===== src/rtl/dffram_seq_pkg.sv =====
// Shared types and lane-select constants for the byte-to-nibble DFFRAM sequencer.
package dffram_seq_pkg;

    localparam int NIBBLE_W  = 4;
    localparam int BYTEWIDTH = 2 * NIBBLE_W;

    // Port A and port B use opposite lane polarities for the low nibble.
    localparam logic LOHI_WR_LO = 1'b1;
    localparam logic LOHI_WR_HI = 1'b0;
    localparam logic LOHI_RD_LO = 1'b0;
    localparam logic LOHI_RD_HI = 1'b1;

    typedef enum logic [2:0] {
        IDLE  = 3'd0,
        WR_LO = 3'd1,
        WR_HI = 3'd2,
        RD_LO = 3'd3,
        RD_HI = 3'd4,
        RSP   = 3'd5
    } state_t;

endpackage


===== src/rtl/dffram_byte_sequencer.sv =====
// Byte-wide request front-end for a 2R1W nibble DFFRAM: writes go out as two
// port-A nibble writes, reads gather two port-B nibbles into one response byte.
module dffram_byte_sequencer
    import dffram_seq_pkg::*;
#(
    parameter int AWIDTH = 4,
    parameter int DWIDTH = 4
) (
    input  logic                  clk,
    input  logic                  rst,
    input  logic                  req_valid,
    output logic                  req_ready,
    input  logic                  req_write,
    input  logic [AWIDTH-1:0]     req_addr,
    input  logic [2*DWIDTH-1:0]   req_wdata,
    output logic                  rsp_valid,
    input  logic                  rsp_ready,
    output logic [2*DWIDTH-1:0]   rsp_rdata,
    output logic                  busy,
    output logic [AWIDTH-1:0]     ram_addr_a,
    output logic [DWIDTH-1:0]     ram_wdata_a,
    output logic                  ram_lohi_a,
    output logic                  ram_w_en,
    output logic [AWIDTH-1:0]     ram_addr_b,
    output logic                  ram_lohi_b,
    input  logic [DWIDTH-1:0]     ram_rdata_b
);

    localparam int BW = 2 * DWIDTH;

    state_t              state;
    logic [AWIDTH-1:0]   addr_q;
    logic [DWIDTH-1:0]   wdata_hi_q;

    // The low nibble is launched straight from the request, so only the high one is held.
    always_ff @(posedge clk or posedge rst) begin
        if (rst) begin
            state       <= IDLE;
            addr_q      <= '0;
            wdata_hi_q  <= '0;
            ram_w_en    <= 1'b0;
            ram_lohi_a  <= 1'b0;
            ram_wdata_a <= '0;
            ram_lohi_b  <= 1'b0;
            rsp_valid   <= 1'b0;
            rsp_rdata   <= '0;
        end else begin
            ram_w_en    <= 1'b0;
            ram_lohi_a  <= 1'b0;
            ram_wdata_a <= '0;
            ram_lohi_b  <= 1'b0;
            case (state)
                IDLE: begin
                    if (req_valid && req_ready) begin
                        addr_q     <= req_addr;
                        wdata_hi_q <= req_wdata[BW-1:DWIDTH];
                        if (req_write) begin
                            state       <= WR_LO;
                            ram_w_en    <= 1'b1;
                            ram_lohi_a  <= LOHI_WR_LO;
                            ram_wdata_a <= req_wdata[DWIDTH-1:0];
                        end else begin
                            state      <= RD_LO;
                            ram_lohi_b <= LOHI_RD_LO;
                        end
                    end
                end
                WR_LO: begin
                    state       <= WR_HI;
                    ram_w_en    <= 1'b1;
                    ram_lohi_a  <= LOHI_WR_HI;
                    ram_wdata_a <= wdata_hi_q;
                end
                WR_HI: begin
                    state <= IDLE;
                end
                RD_LO: begin
                    rsp_rdata[DWIDTH-1:0] <= ram_rdata_b;
                    ram_lohi_b            <= LOHI_RD_HI;
                    state                 <= RD_HI;
                end
                RD_HI: begin
                    rsp_rdata[BW-1:DWIDTH] <= ram_rdata_b;
                    rsp_valid              <= 1'b1;
                    state                  <= RSP;
                end
                RSP: begin
                    if (rsp_ready) begin
                        rsp_valid <= 1'b0;
                        state     <= IDLE;
                    end
                end
                default: begin
                    state <= IDLE;
                end
            endcase
        end
    end

    assign req_ready  = (state == IDLE) && !rst;
    assign busy       = (state != IDLE);
    assign ram_addr_a = addr_q;
    assign ram_addr_b = addr_q;

endmodule


===== config.mk =====
export PLATFORM = sky130hd
export DESIGN_NAME = dffram_byte_sequencer
export DESIGN_NICKNAME = d
export VERILOG_FILES = /design/src/rtl/dffram_seq_pkg.sv /design/src/rtl/dffram_byte_sequencer.sv
export SDC_FILE = /design/constraint.sdc
export NUM_CORES = 1
export LEC_CHECK = 0
export BUFFER_PORTS_ARGS = -buffer_cell sky130_fd_sc_hd__buf_4
export CELL_PAD_IN_SITES_DETAIL_PLACEMENT = 0
export CELL_PAD_IN_SITES_GLOBAL_PLACEMENT = 1
export CORE_ASPECT_RATIO = 1.1
export CORE_MARGIN = 2
export CORE_UTILIZATION = 41
export CTS_BUF_LIST = sky130_fd_sc_hd__clkbuf_8
export DETAILED_ROUTE_END_ITERATION = 10
export PLACE_DENSITY_LB_ADDON = 0.1
export SYNTH_ARGS = -nofsm -noshare
export SYNTH_HDL_FRONTEND = slang
export SYNTH_SLANG_ARGS = --single-unit

===== constraint.sdc =====
create_clock -name clk -period 3.65 [get_ports clk]
set_clock_uncertainty 0.2 [all_clocks]
set_input_delay 0.365 -clock clk [delete_from_list [all_inputs] [get_ports clk]]
set_output_delay 0.365 -clock clk [all_outputs]
set_load 0.02 [all_outputs]

==> results of run 1 <==
worst max-delay path by stage:
stage | startpoint | to | slack [ns]
after detailed placement | state[1] | req_ready | 2.02
after floorplan | state[0] | req_ready | 1.90
after CTS | state[1] | req_ready | 1.72
after global placement | state[1] | req_ready | 2.06
after global routing | state[1] | req_ready | 1.63
final | state[1] | req_ready | 1.74
power by group through the flow:
stage                     combinational (µW)  clock [µW]  sequential, µW
after floorplan                          312           0             623
after global placement                   619           0             518
after detailed placement                 628           0             528
after CTS                                628         164             524
after global routing                     663         177             541
final                                    618         158             522
sequential cells by signal, indices dropped and copies added, names as in the netlist:
register	cells
ram_lohi_b	1
ram_addr_a	4
ram_wdata_a	4
rsp_rdata	8
rsp_valid	1
wdata_hi_q	4
state	3
ram_w_en	1
ram_lohi_a	1
layer usage:
layer  global-route usage (%)  vias to the layer above  routed length, µm
met4                     4.29                        0                 13
met3                     4.55                        2                174
met5                        0                        -                  0
met1                     15.6                      358                810
li1                         -                      352                  -
met2                     24.6                       28               1020
cell usage in the layout, fill, tap and decap left out:
cell type,synthesis,routed
mux2_4,4,4
nand2_4,1,1
o21bai_1,1,1
clkbuf_8,0,3
a21o_1,1,1
and2b_1,1,1
inv_1,4,5
nor3_1,2,2
nor3_4,1,1
nor2_1,1,1
nor2b_4,1,1
and2b_4,1,1
or2b_1,1,1
dfrtp_1,27,27
a21oi_1,3,3
mux2_2,12,12
nand3b_1,1,1
nand2_1,4,4
nor3b_1,1,1
a22o_1,4,4
and3_1,1,1
buf_4,5,46
cell type report:
| cell class | instances | area [µm²] |
|---|---|---|
| flip-flops and latches | 27 | 676 |
| fillers | 237 | 1070 |
| repair buffers | 46 | 345 |
| multi-input cells | 41 | 377 |
| inverters | 4 | 15.0 |
| well taps | 31 | 38.8 |
| clock inverters | 1 | 3.75 |
| clock buffers | 3 | 41.3 |
worst max-delay path, delay by kind of cell (launching register included):
family | cells | cell delay, ns
buf+inv | 2 | 0.22
flops | 1 | 0.50
simple gates | 2 | 0.36
kinds of logic (layout without fill, tap and decap cells):
kind of cell	after synthesis	after routing	share of synthesized area, %
flip-flops	27	27	59.9
buffers and inverters	11	54	6.66
AND/OR/NAND/NOR	16	16	10.3
multiplexers	16	16	17.3
AO/OA/AOI/OAI	9	9	5.77
per-stage QoR:
step                util, %  worst slack (ns)  hold slack, ns
floorplan                 -              1.90           0.218
global placement       56.5              2.06           0.267
finish                 58.3              1.74           0.120
global route           58.3              1.63           0.105
CTS                    58.3              1.72           0.114
detailed placement     56.5              2.02           0.272
==> out/results.ini, run 1 <==
[timing]
period_minus_slack_ns=1.91
finalSetupViolations=0
rsz0062_at_grt=no
relSlewSlack_pct=34.5
finalHoldViolations=0
fin_crit_sh_pct=52.4
finalSetupTns_ns=0
max_freq_mhz=523
report.final.slew_viol_count=0
tightest_slew_ns=0.981

[placed_design]
place_congestion=0.695
placed_area_um2=1450
placedCellCount=149
port_buffers=46
dp_hpwl_um=1580

[power]
swShare_pct=36.6
p_clk_share_pct=12.1
p_per_area_nw_per_um2=867
p_leak_uw=0.000771
net-switching-power_uw=474
combPwrFrac_pct=47.6
ir_drop_mv=0.486
power_uw=1300
seq_power_share_pct=40.2
power.internal_uw=823

[final_layout]
fin_area_um2=1500
n_antenna_cell=0
fin_cells=153
drive_gt1_share_pct=56.6
syn_to_final_growth_pct=32.7
fin_nets=144

[drt]
drt-total-wl_um=2020
drt-vias-per-instance=4.84
antenna_left=0
wl_per_cell_um=13.2
route.detailed.drc=0
first_pass_iters=2
drtIter0Drc=8
num_vias=740

[job]
maxCapViolations=0

[global_routing]
grt-ovfl-total=0
antenna_found_initial=0
grt_pass1_wl_um=3200
grt_pass1_vias=747
grt_max_degree=28
grt_usage_pct=13.9

[setup_path]
cp.arrival_ns=1.35
r2r_setup_slack_ns=2.09
slowest_stage=dfrtp_1
crit_required_ns=3.08
crit_chain=nor3_4 -> inv_1 -> nor2_1 -> buf_4
worst_r2r_path_depth=3
worst_setup_path_end_kind=output port
path_class=reg2out
start_kind=register
slowest_delay_ns=0.50
r2r_start=state[2]
cp_max_fo=7
rr_endpoint=rsp_rdata[5]

[synth]
syn-cell-area_um2=1130
seq_area_frac_synth_pct=59.9
synthFlopType=dfrtp_1
ys_ff_latch=27
synthTopCellsByCount=dfrtp_1, mux2_2, buf_4
syn_avg_cell_area_um2=14.3
synth.most_common_cell=dfrtp_1
yosysTopAreaCellShare_pct=59.9
synth_largest_area_cell=dfrtp_1
synth_nets=100
synth_cell_type_count=22
synth_edf_count=0
synth_cells=79
synth.area.top_cells=dfrtp_1, mux2_2, mux2_4
async_reset_ff_share_pct=100
ys_warn_count=0

[hold_path]
min_delay_worst_endpoint=ram_wdata_a[0]
hold_class=in2reg
worstHoldPathCells=2
min_from=req_wdata[0]

[die]
io_pins=47
core-area_um2=2570
die_x_um=54.0
die_area_um2=3190
num_rows=19
die_y_um=59.0
initial_core_util_pct=43.9

[clocking]
clockRootBuffer=clkbuf_8
cts.htree.levels=1
ctsResizeCount=0
ctsHoldBuffers=0
cts_tree=yes
cts_inserted_buffers=3
cts.reportedPaths.clkPinSlew_ns=0.09
insertion_delay_ns=0.26
clk_path_buf_depth=2
clkSinkCount=27
post_cts_buffers=0

[outcome]
status=finished clean

No activity file was read; power rests on OpenSTA's default activity.
==> run 2: changes to the inputs <==
Settings changed: CORE_UTILIZATION 41 to 34.
Clock period 3.65 ns to 1.6 ns, I/O delays scaled along.
==> out/results.ini, run 2 (synthesis results as in run 1) <==
[power]
power_uw=3120  ; +140%
combPwrFrac_pct=50.6  ; +3.0 points
p_leak_uw=0.000873  ; +13%
ir_drop_mv=0.883  ; +82%
power.internal_uw=1990  ; +140%
net-switching-power_uw=1130  ; +140%
p_clk_share_pct=12.4  ; +0.3 points
seq_power_share_pct=37.1  ; -3.1 points
p_per_area_nw_per_um2=1770  ; +100%
swShare_pct=36.2  ; -0.36 points

[global_routing]
grt_usage_pct=13.7  ; -0.22 points
grt_max_degree=28  ; unchanged
grt_pass1_vias=935  ; +25%
grt-ovfl-total=0  ; unchanged
antenna_found_initial=0  ; unchanged
grt_pass1_wl_um=4020  ; +26%

[die]
initial_core_util_pct=36.4  ; -7.5 points
io_pins=47  ; unchanged
die_x_um=58.9  ; +9.1%
core-area_um2=3100  ; +21%
num_rows=21  ; +2
die_y_um=64.4  ; +9.1%
die_area_um2=3790  ; +19%

[hold_path]
hold_class=in2reg

[setup_path]
worst_setup_path_end_kind=register
path_class=in2reg
slowest_stage=dlygate4sd3_1
start_kind=input pin
crit_required_ns=1.56  ; -1.52 ns
cp_max_fo=8  ; +1
cp.arrival_ns=1.54  ; +0.19 ns
slowest_delay_ns=0.54  ; +0.04 ns
crit_chain=dlygate4sd3_1 -> buf_4 -> and2b_2 -> nand2_8 -> mux2_4

[final_layout]
drive_gt1_share_pct=55.8  ; -0.78 points
syn_to_final_growth_pct=56.4
n_antenna_cell=0  ; unchanged
largest_reg_flops=8  ; unchanged
final_cell_mix=buf_4, dfrtp_1, dlygate4sd3_1
fillers=271  ; +14%
utilization_pct=56.9  ; -1.4 points
final_common_cell=buf_4
regMostFlops=rsp_rdata
fin_nets=169  ; +17%

[timing]
finalHoldViolations=0  ; unchanged
fin_ws_ns=0.0266  ; -1.71 ns
max_freq_mhz=636
rsz0062_at_grt=yes
report.final.slew_viol_count=0  ; unchanged
period_minus_slack_ns=1.57
fin_crit_sh_pct=98.3
finalSetupTns_ns=0  ; unchanged
tightest_slew_ns=0.334  ; -0.647 ns
whs_ns=0.256  ; +0.136 ns
relSlewSlack_pct=77.7  ; +43 points
finalSetupViolations=0  ; unchanged

[clocking]
clockRootBuffer=clkbuf_8
clkSinkCount=27  ; unchanged
cts_tree=yes
insertion_delay_ns=0.26  ; about the same
cts.htree.levels=1  ; unchanged
cts_inserted_buffers=3  ; unchanged
cts.reportedPaths.clkPinSlew_ns=0.09  ; about the same
clk_path_buf_depth=2  ; unchanged

[drt]
num_vias=816  ; +10%
antenna_left=0  ; unchanged
route.detailed.drc=2  ; +2
wl_per_cell_um=12.4  ; -6.4%
drtIter0Drc=13  ; +5
drt-total-wl_um=2240  ; +11%
drt-vias-per-instance=4.51  ; -6.8%
first_pass_iters=7  ; +5

[placed_design]
place_congestion=0.697  ; +0.26%
port_buffers=46  ; unchanged
dp_hpwl_um=1480  ; -6.4%
pre_cts_ws_ns=0.0528  ; -1.97 ns

[job]
maxCapViolations=0  ; unchanged

[outcome]
status=finished, violations left
violations=DRC

## run 2: cell types whose count changed in the layout (fill, tap and decap cells not counted), moves of 3 or more
cell / delta
dlygate4sd3_1: +19
buf_4: +6
dfrtp_1: -3
dfrtp_2: +3
## run 2: repair_timing
| action | 4_1_cts | 5_1_grt |
|---|---|---|
| gates resized for setup | 2 | 6 |
| pin swaps | 1 | 1 |
| hold endpoints to repair | 52 | 0 |
| endpoints found under the setup margin | 2 | 14 |
| gates cloned | 0 | 0 |
| setup buffers | 4 | 1 |
| hold buffers | 19 | 0 |
## run 2: final timing paths
path                            from              to  slack (ns)  depth (start not counted)
setup reg to reg            state[1]    rsp_rdata[6]        0.06                          4
hold / removal             req_valid        state[0]        0.26                          4
min in group asynchronous        rst  ram_wdata_a[1]        0.31                          4
max in group asynchronous        rst        state[0]        0.62                          4
hold reg to reg            rsp_valid       rsp_valid        0.29                          1
setup / recovery                 rst   wdata_hi_q[3]        0.03                          5
## run 2: area by class of cell
type | count | area, µm² | share of cell area (%)
multi-input combinational | 41 | 397 | 22.5
timing repair buffer | 71 | 581 | 32.9
sequential | 27 | 679 | 38.5
inverter | 4 | 15.0 | 0.852
clock buffer | 3 | 41.3 | 2.34
clock inverter | 1 | 7.51 | 0.426
tap | 34 | 42.5 | 2.41
## run 2: routing by layer
layer	share of wire [%]	wire length (µm)	global-route usage, %
met3	5.2	117	2.83
met2	50	1120	24.2
met4	0.36	8	3.41
met1	44	996	16.6
met5	0	0	0
## run 2: metrics by stage
stage,cell area (µm²),instances
finish,1760,181
global route,1760,181
CTS,1740,181
detailed placement,1470,154
global placement,1470,154
floorplan,1130,79
## run 2: critical path, delay by kind of cell
kind	cells	cell delay (ns)
buffers and inverters	2	0.68
and+or+nand+nor	2	0.39
muxes	1	0.30
## run 2: power by group through the flow
stage	combinational, µW	sequential [µW]	clock [µW]
after floorplan	711	1420	0
after global placement	1420	1190	0
after detailed placement	1430	1190	0
after CTS	1570	1160	411
after global routing	1690	1210	431
final	1580	1160	387
==> run 3: changes to the inputs <==
Settings changed: CORE_UTILIZATION 34 to 38, CTS_CLUSTER_SIZE from default to 28.
Clock period 1.6 ns to 1.49 ns, I/O delays scaled along.
==> out/results.ini, run 3 (synthesis results as in run 1) <==
[outcome]
status=finished, violations left
violations=setup timing

[final_layout]
n_antenna_cell=0  ; unchanged
largest_reg_flops=8  ; unchanged
final_cell_mix=buf_4, dfrtp_1, dlygate4sd3_1
fin_nets=175  ; +3.6%
final_common_cell=buf_4
fin_cells=186  ; +2.8%
fin_area_um2=1830  ; +4.0%
utilization_pct=65.4  ; +8.5 points
syn_to_final_growth_pct=62.6
fillers=224  ; -17%
regMostFlops=rsp_rdata
drive_gt1_share_pct=57.5  ; +1.7 points

[die]
core-area_um2=2800  ; -9.6%
initial_core_util_pct=40.2  ; +3.9 points
io_pins=47  ; unchanged
num_rows=20  ; -4.8%
die_x_um=55.9  ; -5.0%
die_y_um=61.1  ; -5.1%
die_area_um2=3420  ; -9.9%

[drt]
wl_per_cell_um=13.5  ; +8.7%
drtIter0Drc=4  ; -9
antenna_left=0  ; unchanged
drt-total-wl_um=2500  ; +12%
drt-vias-per-instance=4.66  ; +3.3%
num_vias=866  ; +6.1%
first_pass_iters=2  ; -5
route.detailed.drc=0  ; -2

[clocking]
clockRootBuffer=clkbuf_8
insertion_delay_ns=0.26  ; about the same
clkSinkCount=27  ; unchanged
cts.reportedPaths.clkPinSlew_ns=0.09  ; about the same
cts_tree=yes
cts_inserted_buffers=3  ; unchanged
cts.htree.levels=1  ; unchanged
clk_path_buf_depth=2  ; unchanged

[power]
p_per_area_nw_per_um2=1900  ; +7.3%
power_uw=3490  ; +12%
p_leak_uw=0.000923  ; +5.7%
ir_drop_mv=0.989  ; +12%

[timing]
finalHoldViolations=0  ; unchanged
period_minus_slack_ns=1.56
max_freq_mhz=642
tightest_slew_ns=0.343  ; +0.00878 ns
fin_crit_sh_pct=104
rsz0062_at_grt=yes
relSlewSlack_pct=77.1  ; -0.59 points
report.final.slew_viol_count=0  ; unchanged
fin_ws_ns=-0.0670  ; -0.0936 ns
finalSetupViolations=14  ; +14

[setup_path]
r2r_setup_slack_ns=-0.04  ; -0.10 ns
cp.arrival_ns=1.21  ; -0.33 ns
rr_endpoint=wdata_hi_q[3]
r2r_start=state[1]
worst_setup_path_end_kind=output port
crit_required_ns=1.14  ; -0.42 ns
worst_r2r_path_depth=4  ; unchanged
path_class=reg2out
start_kind=register
cp_max_fo=3  ; -5

[job]
maxCapViolations=0  ; unchanged

[hold_path]
hold_class=in2reg
worstHoldPathCells=4  ; unchanged
min_delay_worst_endpoint=ram_w_en
min_from=req_valid

[global_routing]
grt_usage_pct=15.7  ; +2.1 points
grt-ovfl-total=0  ; unchanged
grt_pass1_vias=907  ; -3.0%
grt_max_degree=28  ; unchanged
grt_pass1_wl_um=4080  ; +1.4%
antenna_found_initial=0  ; unchanged

[placed_design]
port_buffers=46  ; unchanged
placed_area_um2=1480  ; +0.60%
place_congestion=0.736  ; +5.7%
dp_hpwl_um=1560  ; +5.5%
pre_cts_ws_ns=-0.0308  ; -0.0836 ns
placedCellCount=154  ; unchanged

[run 3: report_power, final]
group | internal [µW] | switching [µW] | total (µW)
Sequential | 1060 | 209 | 1270
Combinational | 976 | 834 | 1810
Clock | 184 | 222 | 406
[run 3: final cells by class]
type	instances	area [µm²]	share of cell area [%]
clock buffers	3	41.3	2.25
clock inverters	1	3.75	0.205
inverters	4	15.0	0.819
multi-input cells	41	408	22.3
flip-flops and latches	27	679	37.1
well taps	33	41.3	2.25
repair buffers	77	644	35.2
[run 3: how the worst max path moves through the flow]
stage,end,from,slack [ns],cells after the start
final,req_ready,state[1],-0.07,4
after global placement,rsp_rdata[6],state[2],-0.02,3
after CTS,req_ready,state[2],-0.08,4
after global routing,req_ready,state[1],-0.15,4
after detailed placement,ram_wdata_a[0],state[1],-0.03,3
after floorplan,req_ready,state[0],0.04,4
[run 3: per-stage QoR]
step,setup TNS [ns],hold slack [ns]
after floorplan,0,0.00172
after global placement,-0.0533,0.0526
after detailed placement,-0.267,0.0549
after CTS,-0.470,0.242
after global routing,-1.42,0.274
final,-0.402,0.270
[run 3: routing by layer]
metal	GRT usage, %	up-vias	routed length (µm)	part of all wire [%]
met3	4.20	2	144	5.8
met2	27.4	32	1230	49
li1	-	414	-	-
met1	18.9	418	1110	44
met4	6.80	0	17	0.68
met5	0	-	0	0
[run 3: critical path, stage by stage (launching register included)]
cell	delay (ns)
dfrtp_2	0.45
nor3_4	0.22
inv_2	0.07
nor2_4	0.08
buf_6	0.12
[run 3: repair_timing]
item,4_1_cts,5_1_grt
gates resized for setup,9,7
hold buffers,19,0
endpoints found under the hold margin,51,0
endpoints found under the setup margin,19,22
pin swaps,1,3
setup buffers,9,2
